--- config.mk ---
export PLATFORM = sky130hd
export DESIGN_NAME = dmem_arbiter
export DESIGN_NICKNAME = d
export VERILOG_FILES = /design/src/rtl/dsp_core_pkg.sv /design/src/rtl/rr_pick2.sv /design/src/rtl/dmem_arbiter.sv
export SDC_FILE = /design/constraint.sdc
export NUM_CORES = 1
export LEC_CHECK = 0
export CORE_AREA = 4 4 155 157
export DETAILED_ROUTE_END_ITERATION = 12
export DIE_AREA = 0 0 159 161
export SYNTH_ARGS = -nofsm -noshare
export SYNTH_HDL_FRONTEND = slang
export SYNTH_HIERARCHICAL = 1
export SYNTH_SLANG_ARGS = --single-unit
--- constraint.sdc ---
create_clock -name clk -period 7.3 [get_ports clk]
set_clock_uncertainty 0.15 [all_clocks]
set_input_delay 2.19 -clock clk [delete_from_list [all_inputs] [get_ports clk]]
set_output_delay 2.19 -clock clk [all_outputs]
set_load 0.03 [all_outputs]
--- src/rtl/dsp_core_pkg.sv ---
`default_nettype none
// ============================================================================
//  Module      : dsp_core_pkg
//  Description : Shared types and default sizing for the data-memory arbiter.
//                grant_t classifies what a memory port does in a cycle.
//                grant_type() maps (port used, write enable) to a grant_t.
//  Revision    : 1.0 - initial release
// ============================================================================
package dsp_core_pkg;

    localparam int c_DEF_NREQ = 4;
    localparam int c_DEF_AW   = 10;
    localparam int c_DEF_DW   = 32;

    typedef enum logic [1:0] {
        GNT_NONE  = 2'd0,
        GNT_READ  = 2'd1,
        GNT_WRITE = 2'd2
    } grant_t;

    function automatic grant_t grant_type(input logic used, input logic we);
        if (!used) begin
            return GNT_NONE;
        end
        return we ? GNT_WRITE : GNT_READ;
    endfunction

endpackage
`default_nettype wire

--- src/rtl/rr_pick2.sv ---
`default_nettype none
// ============================================================================
//  Module      : rr_pick2
//  Description : Two-winner round-robin scan. Starting at ptr, the first
//                valid requester becomes winner A and the next acceptable one
//                becomes winner B.
//  Config      : DMEM_ARB_WCONFLICT_EN - when defined, a candidate that would
//                write the same address as a writing winner A is skipped for
//                B, and the scan moves on to later requesters.
//  Ports       : valid/we/addr - per-requester request, type, address (flat)
//                ptr           - scan start position
//                found_a/idx_a - first winner
//                found_b/idx_b - second winner
//  Revision    : 1.0 - initial release
// ============================================================================
module rr_pick2 import dsp_core_pkg::*; #(
    parameter  int NREQ = c_DEF_NREQ,
    parameter  int AW   = c_DEF_AW,
    localparam int IW   = (NREQ > 1) ? $clog2(NREQ) : 1
) (
    input  logic [NREQ-1:0]    valid,
    input  logic [NREQ-1:0]    we,
    input  logic [NREQ*AW-1:0] addr,
    input  logic [IW-1:0]      ptr,
    output logic               found_a,
    output logic [IW-1:0]      idx_a,
    output logic               found_b,
    output logic [IW-1:0]      idx_b
);

    int   w_pos;
    logic w_clash;

`ifndef DMEM_ARB_WCONFLICT_EN
    // Type and address only matter to the write-conflict check.
    logic w_unused;
    assign w_unused = ^{we, addr};
`endif

    always_comb begin
        found_a = 1'b0;
        idx_a   = '0;
        found_b = 1'b0;
        idx_b   = '0;
        w_pos   = 0;
        w_clash = 1'b0;
        for (int k = 0; k < NREQ; k++) begin
            // Rotated position, wrapped without a modulo operator.
            w_pos = int'(ptr) + k;
            if (w_pos >= NREQ) begin
                w_pos = w_pos - NREQ;
            end
`ifdef DMEM_ARB_WCONFLICT_EN
            w_clash = found_a && we[idx_a] && we[w_pos] &&
                      (addr[int'(idx_a)*AW +: AW] == addr[w_pos*AW +: AW]);
`endif
            if (valid[w_pos]) begin
                if (!found_a) begin
                    found_a = 1'b1;
                    idx_a   = IW'(w_pos);
                end else if (!found_b && !w_clash) begin
                    found_b = 1'b1;
                    idx_b   = IW'(w_pos);
                end
            end
        end
    end

endmodule
`default_nettype wire

--- src/rtl/dmem_arbiter.sv ---
`default_nettype none
// ============================================================================
//  Module      : dmem_arbiter
//  Description : Arbitrates NREQ requesters onto a dual-port data memory.
//                Up to two accesses are granted per cycle in round-robin
//                order; the first winner uses port A, the second port B.
//                Reads are registered: rsp_valid[i] rises one cycle after
//                requester i's read is accepted.
//  Config      : DMEM_ARB_WCONFLICT_EN - refuse a second same-address write
//                in one cycle (default build: both are granted, port B's
//                data is what the memory keeps).
//  Ports       : clk, rst          - clock, synchronous active-high reset
//                req_valid/we/addr/wdata - requester side (flattened buses)
//                req_ready         - combinational grant
//                rsp_valid         - read response strobe per requester
//                rsp_rdata/_b      - port A / port B read data
//                addr/wdata/we_a, rdata_a - memory port A
//                addr/wdata/we_b, rdata_b - memory port B
//  Revision    : 1.0 - initial release
// ============================================================================
module dmem_arbiter import dsp_core_pkg::*; #(
    parameter  int NREQ = c_DEF_NREQ,
    parameter  int AW   = c_DEF_AW,
    parameter  int DW   = c_DEF_DW
) (
    input  logic               clk,
    input  logic               rst,
    input  logic [NREQ-1:0]    req_valid,
    input  logic [NREQ-1:0]    req_we,
    input  logic [NREQ*AW-1:0] req_addr,
    input  logic [NREQ*DW-1:0] req_wdata,
    output logic [NREQ-1:0]    req_ready,
    output logic [NREQ-1:0]    rsp_valid,
    output logic [DW-1:0]      rsp_rdata,
    output logic [DW-1:0]      rsp_rdata_b,
    output logic [AW-1:0]      addr_a,
    output logic [DW-1:0]      wdata_a,
    output logic               we_a,
    input  logic [DW-1:0]      rdata_a,
    output logic [AW-1:0]      addr_b,
    output logic [DW-1:0]      wdata_b,
    output logic               we_b,
    input  logic [DW-1:0]      rdata_b
);

    localparam int IW = (NREQ > 1) ? $clog2(NREQ) : 1;

    logic [IW-1:0]   r_rr_ptr;
    logic [IW-1:0]   w_ptr_next;
    logic [IW-1:0]   w_last;
    logic            w_found_a;
    logic            w_found_b;
    logic [IW-1:0]   w_idx_a;
    logic [IW-1:0]   w_idx_b;
    logic            w_gnt_a;
    logic            w_gnt_b;
    grant_t          w_type_a;
    grant_t          w_type_b;
    logic            w_rd_a;
    logic            w_rd_b;
    logic [NREQ-1:0] w_rsp_set;
    logic [NREQ-1:0] r_rsp_valid;
    logic [DW-1:0]   r_rsp_rdata;
    logic [DW-1:0]   r_rsp_rdata_b;

    rr_pick2 #(
        .NREQ (NREQ),
        .AW   (AW)
    ) u_pick (
        .valid   (req_valid),
        .we      (req_we),
        .addr    (req_addr),
        .ptr     (r_rr_ptr),
        .found_a (w_found_a),
        .idx_a   (w_idx_a),
        .found_b (w_found_b),
        .idx_b   (w_idx_b)
    );

    // Reset blocks every grant so nothing reaches memory or the response path.
    assign w_gnt_a = w_found_a & ~rst;
    assign w_gnt_b = w_found_b & ~rst;

    assign w_type_a = grant_type(w_gnt_a, req_we[w_idx_a]);
    assign w_type_b = grant_type(w_gnt_b, req_we[w_idx_b]);
    assign w_rd_a   = (w_type_a == GNT_READ);
    assign w_rd_b   = (w_type_b == GNT_READ);

    generate
        for (genvar gi = 0; gi < NREQ; gi++) begin : g_ready
            assign req_ready[gi] = (w_gnt_a && (w_idx_a == IW'(gi))) ||
                                   (w_gnt_b && (w_idx_b == IW'(gi)));
        end
    endgenerate

    // Idle ports present address/data 0 and no write.
    assign addr_a  = w_gnt_a ? req_addr[w_idx_a*AW +: AW]  : '0;
    assign wdata_a = w_gnt_a ? req_wdata[w_idx_a*DW +: DW] : '0;
    assign we_a    = (w_type_a == GNT_WRITE);
    assign addr_b  = w_gnt_b ? req_addr[w_idx_b*AW +: AW]  : '0;
    assign wdata_b = w_gnt_b ? req_wdata[w_idx_b*DW +: DW] : '0;
    assign we_b    = (w_type_b == GNT_WRITE);

    always_comb begin
        w_rsp_set = '0;
        if (w_rd_a) begin
            w_rsp_set[w_idx_a] = 1'b1;
        end
        if (w_rd_b) begin
            w_rsp_set[w_idx_b] = 1'b1;
        end
    end

    // Next scan starts just after the last winner of this cycle.
    assign w_last     = w_gnt_b ? w_idx_b : w_idx_a;
    assign w_ptr_next = (w_last == IW'(NREQ - 1)) ? '0 : w_last + 1'b1;

    always_ff @(posedge clk) begin
        if (rst) begin
            r_rr_ptr      <= '0;
            r_rsp_valid   <= '0;
            r_rsp_rdata   <= '0;
            r_rsp_rdata_b <= '0;
        end else begin
            if (w_gnt_a) begin
                r_rr_ptr <= w_ptr_next;
            end
            r_rsp_valid <= w_rsp_set;
            // The memory reads before it writes, so a same-cycle write to
            // the read address is not visible here.
            if (w_rd_a) begin
                r_rsp_rdata <= rdata_a;
            end
            if (w_rd_b) begin
                r_rsp_rdata_b <= rdata_b;
            end
        end
    end

    // A response registered just before reset is dropped as soon as rst rises.
    assign rsp_valid   = rst ? '0 : r_rsp_valid;
    assign rsp_rdata   = rst ? '0 : r_rsp_rdata;
    assign rsp_rdata_b = rst ? '0 : r_rsp_rdata_b;

endmodule
`default_nettype wire

==> out/qor.yml <==
run_status:
  run_status: "finished clean"
global_route:
  grt-ovfl-total: 0
  grt_pass1_wl_um: 40690
  grt_pass1_vias: 6505
  groute.usage.overall: 0.2031
  grt_max_degree: 37
  antenna_found_initial: 2
logic_synthesis:
  synth_warnings: 6
  synthFlopType: "dfxtp_1"
  synth-edff-count: 0
  avgSynthCellArea_um2: 11.53
  yosysSeqAreaShare: 0.2230
  postSynthCellCount: 545
  synth-seq-cells: 70
  synth_area_mm2: 0.006285
  synthArstFlopShare: 0
  synthDistinctLibCells: 55
  synth_nets: 789
worst_setup_path:
  critPathMaxStageDelay_ns: 0.43
  slowest_stage: "mux4_2"
  cp_max_fo: 5
  r2r-end: "r_rsp_rdata[3]"
  arrival_ns: 4.88
  path_cells: "buf_8 > nor2b_4 > a211oi_2 > a31oi_2 > ha_1 > mux2i_2 > o211ai_1 > a32o_4 > buf_16 > buf_4 > mux4_2 > and2_4 > buf_6"
  ff2ff_setup_slack_ns: 3.05
  required_ns: 4.96
  worstSetupEndpointType: "output port"
  startpoint_type: "input port"
  r2r-start: "r_rr_ptr[0]"
  critPathKind: "in -> out"
  r2r_cells: 12
detailed_routing:
  drt-total-wl_um: 27220
  first_iter_violations: 237
  wl_per_cell_um: 21.48
  avgViaCountPerCell: 4.944
  vias: 6264
  drcViolationCount: 0
  dr.pass1.iters: 4
  ant_nets: 0
power:
  swShare: 0.3809
  power.density_mw_per_mm2: 357.8
  max-vdd-ir-drop_mv: 0.1788
  comb_power_share: 0.748
  power.leakage_nw: 4.617
  pwr-share-seq: 0.135
  power_frac_clock: 0.117
  power_switching_mw: 1.568
  internal_power_mw: 2.549
layout:
  mostFrequentLayoutCell: "clkdlybuf4s50_1"
  nets: 1221
  final_cell_mix: "clkdlybuf4s50_1 (304), nor2b_1 (113), mux4_2 (85), buf_4 (85), dfxtp_1 (70)"
  fillCellCount: 2069
  drive_above_1_share: 0.3513
  synthToLayoutAreaGrowth_pct: 83.14
  finish.utilization: 0.5115
  diodes: 0
floorplan:
  chipWidth_um: 159
  dieHeight_um: 161
  dieArea_mm2: 0.02560
  start_util: 0.2793
  coreArea_mm2: 0.02250
  io_pins: 400
  rows: 55
clock_tree:
  clockBufferDepth: 2
  root_buffer: "clkbuf_16"
  h-tree-depth: 3
  worstSkewPairLatency_ns: 0.32
  tritoncts.num_buffers: 9
  cts_tree: "built"
  clk_pin_slew_ns: 0.06
  ctsHoldBuffers: 0
  clkSinkCount: 70
hold_path:
  hold_depth: 2
  min_path_type: "reg -> reg"
  holdCritStartpoint: "r_rsp_rdata[3]"
  holdPathEnd: "r_rsp_rdata[3]"
run:
  drv_cap: 0
placement:
  port-buffer-count: 399
  gp_congestion: 0.8289
  post-place-ws_ns: -0.6169
  dp_hpwl_um: 21660
timing:
  setup_viol: 0
  report.final.slew_viol_count: 0
  hold_slack_ns: 0.4693
  worst_slew_pin_slew_ns: 1.004
  relSlewSlack: 0.3295
  fin_crit_ns: 7.216
  layout_setup_ws_ns: 0.08376
  finalCritPeriodShare: 0.9885
  rsz0062_at_grt: "true"
  hold_viol: 0
  fmax_ghz: 0.1386
worst max-delay path by stage:
stage                  end          from  depth (start not counted)
2_1_floorplan  wdata_a[10]  req_valid[0]                         14
3_3_place_gp   wdata_b[22]  req_valid[0]                         10
3_5_place_dp   wdata_a[23]  req_valid[0]                         12
4_1_cts               we_a  req_valid[3]                         13
5_1_grt               we_a  req_valid[0]                         14
6_report       wdata_a[13]  req_valid[0]                         13
worst max-delay path: cells and delay by family:
kind	cells	cell delay, ns
multiplexers	2	0.62
adder cells (fa/ha/maj)	1	0.35
buffers and inverters	4	0.55
AO/OA/AOI/OAI	4	0.87
AND/OR/NAND/NOR	2	0.29
routing by layer:
| layer | vias to the layer above | global-route usage | part of all wire |
|---|---|---|---|
| met5 | - | 0 | 0.00088 |
| met4 | 4 | 0.06351 | 0.028 |
| met3 | 39 | 0.08497 | 0.10 |
| met2 | 294 | 0.3587 | 0.50 |
| met1 | 3030 | 0.2229 | 0.37 |
| li1 | 2897 | - | - |
what timing repair did:
action	in CTS	in global routing
cloned	2	0
buffers inserted	8	5
endpoints found under the setup margin	90	69
gates resized for setup	153	37
pin swaps	6	5
per-stage QoR:
step / power [mW] / instance area (um^2) / instances / TNS, ns
floorplan: 2.423 / 6285 / 545 / 0
detailed placement: 3.403 / 10920 / 1237 / -34.19
global placement: 3.396 / 10920 / 1237 / -37.19
global route: 4.347 / 11510 / 1267 / -0.02335
CTS: 4.054 / 11370 / 1262 / 0
finish: 4.118 / 11510 / 1267 / 0
state kept, by name (all words and copies together) (netlist names):
register and cells:
r_rsp_valid 4, r_rr_ptr 2, r_rsp_rdata 32, r_rsp_rdata_b 32
Yosys cell counts (3+ instances only):
master	number	area, um^2
and3b_1	4	35.03
nor4bb_1	4	40.04
a21oi_1	8	40.04
buf_2	18	90.09
nand2b_1	6	37.54
mux2i_1	9	90.09
nand2_1	12	45.04
o22ai_1	3	18.77
mux2_2	35	394.1
buf_6	14	157.7
mux4_2	85	1914
nor2_1	7	26.28
mux2_4	30	450.4
xor2_1	3	26.28
nand3_1	4	20.02
dfxtp_1	70	1401
o211ai_1	3	22.52
nor2b_1	115	719.4
inv_1	4	15.01
o21ai_0	5	25.02
and2_1	42	262.8
clkbuf_1	23	86.33
cells by family (layout without fill, tap and decap cells):
group,Yosys count,after routing,share of synthesized area
simple gates,209,209,0.2096
compound gates,40,40,0.04738
flops,70,70,0.2230
buf+inv,62,499,0.05853
mux,159,159,0.4533
fa+ha+maj,2,2,0.003981
xor+xnor,3,3,0.004182
power groups by stage:
stage	sequential [mW]	combinational [mW]	clock, mW
6_report	0.554	3.08	0.483
3_3_place_gp	0.557	2.84	0
3_5_place_dp	0.558	2.85	0
5_1_grt	0.571	3.26	0.515
4_1_cts	0.554	3.00	0.497
2_1_floorplan	0.526	1.90	0
layout make-up:
class	count	area, um^2	share of cell area
timing repair buffer	479	4736	0.4115
multi-input combinational	413	4667	0.4055
clock buffer	12	256.5	0.02229
clock inverter	4	77.57	0.006740
inverter	4	15.01	0.001304
tap	285	356.6	0.03098
sequential	70	1401	0.1218
Note: power is estimated with default switching activity, not from simulation.
